==> src/rtl/alu_stream_master.sv <==
// Operand source and result sink for the axi_alu datapath.
// LFSR operands go out on r; results come in on w, are counted, checksummed and queued.
module alu_stream_master #(
    parameter int                DATA_W     = 10,
    parameter int                NUM_OPS    = 10,
    parameter int                FIFO_DEPTH = 4,
    parameter logic [DATA_W-1:0] LFSR_SEED  = 10'h2A5
) (
    input  logic                           clk,
    input  logic                           reset,
    input  logic                           start,
    output logic                           rvalid,
    output logic [DATA_W-1:0]              rdata,
    input  logic                           rready,
    input  logic                           wvalid,
    input  logic [DATA_W-1:0]              wdata,
    output logic                           wready,
    output logic                           res_valid,
    output logic [DATA_W-1:0]              res_data,
    input  logic                           res_ready,
    output logic                           busy,
    output logic                           done,
    output logic [$clog2(NUM_OPS+1)-1:0]   sent_cnt,
    output logic [$clog2(NUM_OPS+1)-1:0]   recv_cnt,
    output logic [DATA_W-1:0]              checksum
);

    localparam int CW = $clog2(NUM_OPS + 1);
    localparam int AW = $clog2(FIFO_DEPTH);
    localparam logic [CW-1:0] LAST = CW'(NUM_OPS);
    localparam logic [AW:0]   FULL = (AW + 1)'(FIFO_DEPTH);

    typedef enum logic [1:0] {
        S_IDLE,
        S_SEND,
        S_DRAIN,
        S_DONE
    } state_t;

    state_t              state;
    logic [DATA_W-1:0]   lfsr;
    logic [DATA_W-1:0]   mem [FIFO_DEPTH];
    logic [AW-1:0]       wptr;
    logic [AW-1:0]       rptr;
    logic [AW:0]         occ;
    logic                push;
    logic                pop;
    logic                xfer;

    // x^10 + x^7 + 1 for the default width
    function automatic logic [DATA_W-1:0] lfsr_next(input logic [DATA_W-1:0] q);
        return {q[DATA_W-2:0], q[DATA_W-1] ^ q[DATA_W-4]};
    endfunction

    // Every output is a decode of registered state, so no input reaches an output.
    assign busy      = (state == S_SEND) || (state == S_DRAIN);
    assign done      = (state == S_DONE);
    assign rvalid    = (state == S_SEND) && (sent_cnt < LAST);
    assign rdata     = rvalid ? lfsr : '0;
    assign wready    = busy && (occ != FULL) && (recv_cnt < LAST);
    assign res_valid = (occ != '0);
    assign res_data  = res_valid ? mem[rptr] : '0;

    assign xfer = rvalid && rready;
    assign push = wvalid && wready;
    assign pop  = res_valid && res_ready;

    always_ff @(posedge clk) begin
        if (push) begin
            mem[wptr] <= wdata;
        end
    end

    always_ff @(posedge clk) begin
        if (!reset) begin
            state    <= S_IDLE;
            lfsr     <= LFSR_SEED;
            sent_cnt <= '0;
            recv_cnt <= '0;
            checksum <= '0;
            wptr     <= '0;
            rptr     <= '0;
            occ      <= '0;
        end else begin
            unique case (state)
                S_IDLE: begin
                    if (start) begin
                        lfsr     <= LFSR_SEED;
                        sent_cnt <= '0;
                        recv_cnt <= '0;
                        checksum <= '0;
                        state    <= S_SEND;
                    end
                end
                S_SEND: begin
                    if (sent_cnt == LAST) begin
                        state <= S_DRAIN;
                    end
                end
                S_DRAIN: begin
                    if (recv_cnt == LAST && occ == '0) begin
                        state <= S_DONE;
                    end
                end
                S_DONE: begin
                    state <= S_IDLE;
                end
                default: begin
                    state <= S_IDLE;
                end
            endcase

            if (xfer) begin
                lfsr     <= lfsr_next(lfsr);
                sent_cnt <= sent_cnt + 1'b1;
            end

            if (push) begin
                wptr     <= wptr + 1'b1;
                recv_cnt <= recv_cnt + 1'b1;
                checksum <= checksum ^ wdata;
            end

            if (pop) begin
                rptr <= rptr + 1'b1;
            end

            unique case ({push, pop})
                2'b10:   occ <= occ + 1'b1;
                2'b01:   occ <= occ - 1'b1;
                default: occ <= occ;
            endcase
        end
    end

endmodule

==> config.mk <==
export PLATFORM = sky130hd
export DESIGN_NAME = alu_stream_master
export DESIGN_NICKNAME = d
export VERILOG_FILES = /design/src/rtl/alu_stream_master.sv
export SDC_FILE = /design/constraint.sdc
export NUM_CORES = 1
export LEC_CHECK = 0
export ABC_AREA = 1
export CAP_MARGIN = 20
export CORE_AREA = 5 5 90 92
export CTS_CLUSTER_DIAMETER = 100
export DETAILED_ROUTE_END_ITERATION = 6
export DIE_AREA = 0 0 95 97
export PLACE_DENSITY = 0.77
export SLEW_MARGIN = 20
export SYNTH_ARGS = -nofsm -noshare
export SYNTH_HDL_FRONTEND = slang
export SYNTH_SLANG_ARGS = --single-unit
==> constraint.sdc <==
create_clock -name clk -period 2.8 [get_ports clk]
set_input_delay 0.56 -clock clk [delete_from_list [all_inputs] [get_ports clk]]
set_output_delay 0.56 -clock clk [all_outputs]
set_load 0.01 [all_outputs]
==> impl_metrics.csv <==
group,metric,value,unit
outcome,status,"completed",
floorplan,fp.dieW,95,um
critical_path,crit_fanout,11,
drt,final_antenna_net_count,0,
floorplan,die_area,0.00922,mm^2
sta,fin_worst_skew,4.69,ps
power_and_ir_drop,peakVddDrop,0.575,mV
finish,drive_gt1_frac,0.137,
floorplan,die_h,97,um
clock_network,numCtsBuffers,9,
sta,setup_tns,0,ps
critical_path,slowest_delay,570,ps
drt,vias,2763,
logic_synthesis,synth.avg_cell_area,9.61,um^2
clock_network,clockBufferDepth,2,
critical_path,endpoint_kind,"output port",
power_and_ir_drop,cellPowerDensity,884,mW/mm^2
sta,finalSetupViolCount,0,
sta,relSlewSlack,0.672,
logic_synthesis,synth_compound_area_frac,0.117,
finish,final_common_cell,"nor2_1",
flow_run,maxCapViolations,0,
global_routing,grt_pass1_vias,2776,
logic_synthesis,synth_fa_ha_area_frac,0.0499,
clock_network,cts_tree,"done",
critical_path,rr_startpoint,"state[0]",
logic_synthesis,synthCells,381,
min_path,holdPathStages,2,
logic_synthesis,synthXorXnorAreaFrac,0.0311,
place,place_area,0.00435,mm^2
clock_network,holdBufCountCts,0,
finish,final_cell_area,0.00454,mm^2
finish,multi_input_area,0.00142,mm^2
critical_path,cp.arrival,2110,ps
sta,tightestPinTransition,492,ps
clock_network,cts_htree_levels,3,
sta,period_share,0.955,
floorplan,num_io_pins,59,
critical_path,start_kind,"flop",
logic_synthesis,ys_types,32,
min_path,hp-start,"lfsr[3]",
logic_synthesis,yosys.area_share.simple,0.191,
min_path,holdPathEnd,"lfsr[3]",
clock_network,post_cts.repair.setup_buffers,0,
critical_path,crit_path_cell_trace,"inv_1, ha_1, nand2_2, nor2_1, clkdlybuf4s50_1",
drt,wl_per_cell,14.4,um
clock_network,cts-root-buf,"clkbuf_8",
clock_network,cts.sinks,79,
global_routing,grt-ovfl-total,0,
clock_network,worst_skew_pair.late_latency,340,ps
floorplan,fp-row-count,31,
drt,via_per_inst,5.01,
sta,fmax,374,MHz
logic_synthesis,syn_area,0.00366,mm^2
place,gp_congestion,0.817,
place,hpwl,5590,um
critical_path,r2r_cells,10,
logic_synthesis,synth_fp_nets,411,
critical_path,slowest_stage,"clkdlybuf4s50_1",
finish,syn_to_final_growth,24.1,%
sta,fin_crit,2670,ps
finish,fill_cells,589,
drt,drt_iter0_markers,78,
drt,drc,0,
finish,mostFrequentLayoutCells,"63 x nor2_1, 58 x clkdlybuf4s50_1, 40 x edfxtp_1",
critical_path,critPathKind,"flop to output port",
logic_synthesis,seq_area_frac_synth,0.541,
floorplan,initial_core_util,0.513,
sta,hold_viol,0,
place,numPortBuffers,58,
finish,diodes,0,
drt,dr.pass1.iters,6,
sta,drv_slew,0,
logic_synthesis,ys_seq_elements,79,
critical_path,r2r_end,"occ[2]",
min_path,hp-class,"flop to flop",
critical_path,reg2reg_slack,660,ps
global_routing,grt_pass1_wl,13400,um
drt,wl,7950,um
power_and_ir_drop,p_leak,0.00171,uW
logic_synthesis,synth.area.mux_share,0,
logic_synthesis,synth_top_family_by_area,"simple AND/OR/NAND/NOR gates",
sta,rsz0062_at_grt,"no",
critical_path,worst-path-buf-inv,2,
global_routing,antenna_found_initial,0,
global_routing,grt_usage,0.184,
finish,final-seq-area,0.00198,mm^2
floorplan,core_area,0.00714,mm^2
critical_path,required,2240,ps
critical_path,cp_top_family,"buffers and inverters",
global_routing,grt_max_degree,24,
finish,fin_nets,477,
logic_synthesis,yosysWarnings,0,
clock_network,clk_pin_slew_worst_paths,80,ps
-- flip-flops by register name, indices dropped and copies added (netlist names), named ones only --
register,cells
lfsr,10
occ,3
rptr,2
wptr,2
recv_cnt,4
checksum,10
state,2
mem,40
sent_cnt,4
-- area by class of cell --
type	instances	share of cell area
clock inverter	7	0.0140
clock buffer	9	0.0273
multi-input combinational	246	0.313
sequential	79	0.437
tap	99	0.0273
inverter	42	0.0355
timing repair buffer	69	0.146
-- worst min-delay path, delay by kind of cell (launching register included) --
family / cells / cell delay, ps
flip-flops: 1 / 310
AO/OA/AOI/OAI: 1 / 50
AND/OR/NAND/NOR: 1 / 60
-- synth_stat cells --
master / n / area, um^2
or2_0: 1 / 6.26
buf_12: 1 / 20.0
buf_4: 2 / 15.0
a21oi_2: 9 / 78.8
o21ai_0: 23 / 115
nor2_1: 63 / 236
xnor2_1: 1 / 8.76
ha_1: 13 / 163
clkinv_1: 2 / 7.51
nor2_4: 5 / 56.3
inv_2: 2 / 7.51
buf_6: 2 / 22.5
inv_4: 1 / 6.26
fa_1: 1 / 20.0
buf_2: 3 / 15.0
nand4_2: 1 / 12.5
nand3_1: 23 / 115
a21oi_1: 32 / 160
nand4_1: 1 / 6.26
xor2_1: 12 / 105
nand2_1: 34 / 128
nand3_4: 1 / 17.5
o21ai_2: 2 / 17.5
inv_1: 37 / 139
or2_2: 1 / 6.26
o22ai_1: 5 / 31.3
o21ai_1: 5 / 25.0
edfxtp_1: 40 / 1200
clkbuf_1: 6 / 22.5
dfxtp_1: 39 / 781
nand3_2: 9 / 90.1
nand2_2: 4 / 25.0
-- metrics by stage --
step                       util  std cells  power [uW]  setup WS, ps  hold WS (ps)
final                     0.637        551        4020           127           466
after global routing      0.637        551        4290          1.16           512
after CTS                 0.636        551        4050          59.4           466
after detailed placement  0.610        535        3240           294           454
after global placement    0.610        535        3190           429           452
after floorplan               -        381        2600           616           433
-- cell families after synthesis --
| kind of cell | count (synthesis) |
|---|---|
| simple gates | 143 |
| flops | 79 |
| compound gates | 76 |
| buf+inv | 56 |
| fa+ha+maj | 14 |
| xor+xnor | 13 |
-- worst max path at each step --
stage,start,endpoint,slack [ps],depth (start not counted)
after floorplan,state[0],occ[2],620,11
after global placement,flop,res_data[2],430,5
after detailed placement,flop,res_data[0],290,5
after CTS,flop,res_data[0],60,5
after global routing,state[1],rdata[0],1,5
final,state[1],rdata[0],130,5
-- power by group --
group / internal (uW) / switching, uW
Combinational: 716 / 973
Clock: 404 / 404
Sequential: 1400 / 119
Total: 2520 / 1500
-- metal layers --
| metal | share of wire | vias up | global-route usage |
|---|---|---|---|
| met2 | 0.49 | 71 | 0.294 |
| met3 | 0.040 | 12 | 0.0388 |
| met5 | 0 | - | 0 |
| met1 | 0.46 | 1281 | 0.242 |
| li1 | - | 1399 | - |
| met4 | 0.019 | 0 | 0.0733 |
-- repair_timing --
| action | 4_1_cts | 5_1_grt |
|---|---|---|
| pin swaps | 0 | 0 |
| resized for setup | 1 | 1 |
| gates cloned | 0 | 0 |
| setup endpoints to repair | 6 | 8 |
Note: power is estimated with default switching activity, not from simulation.
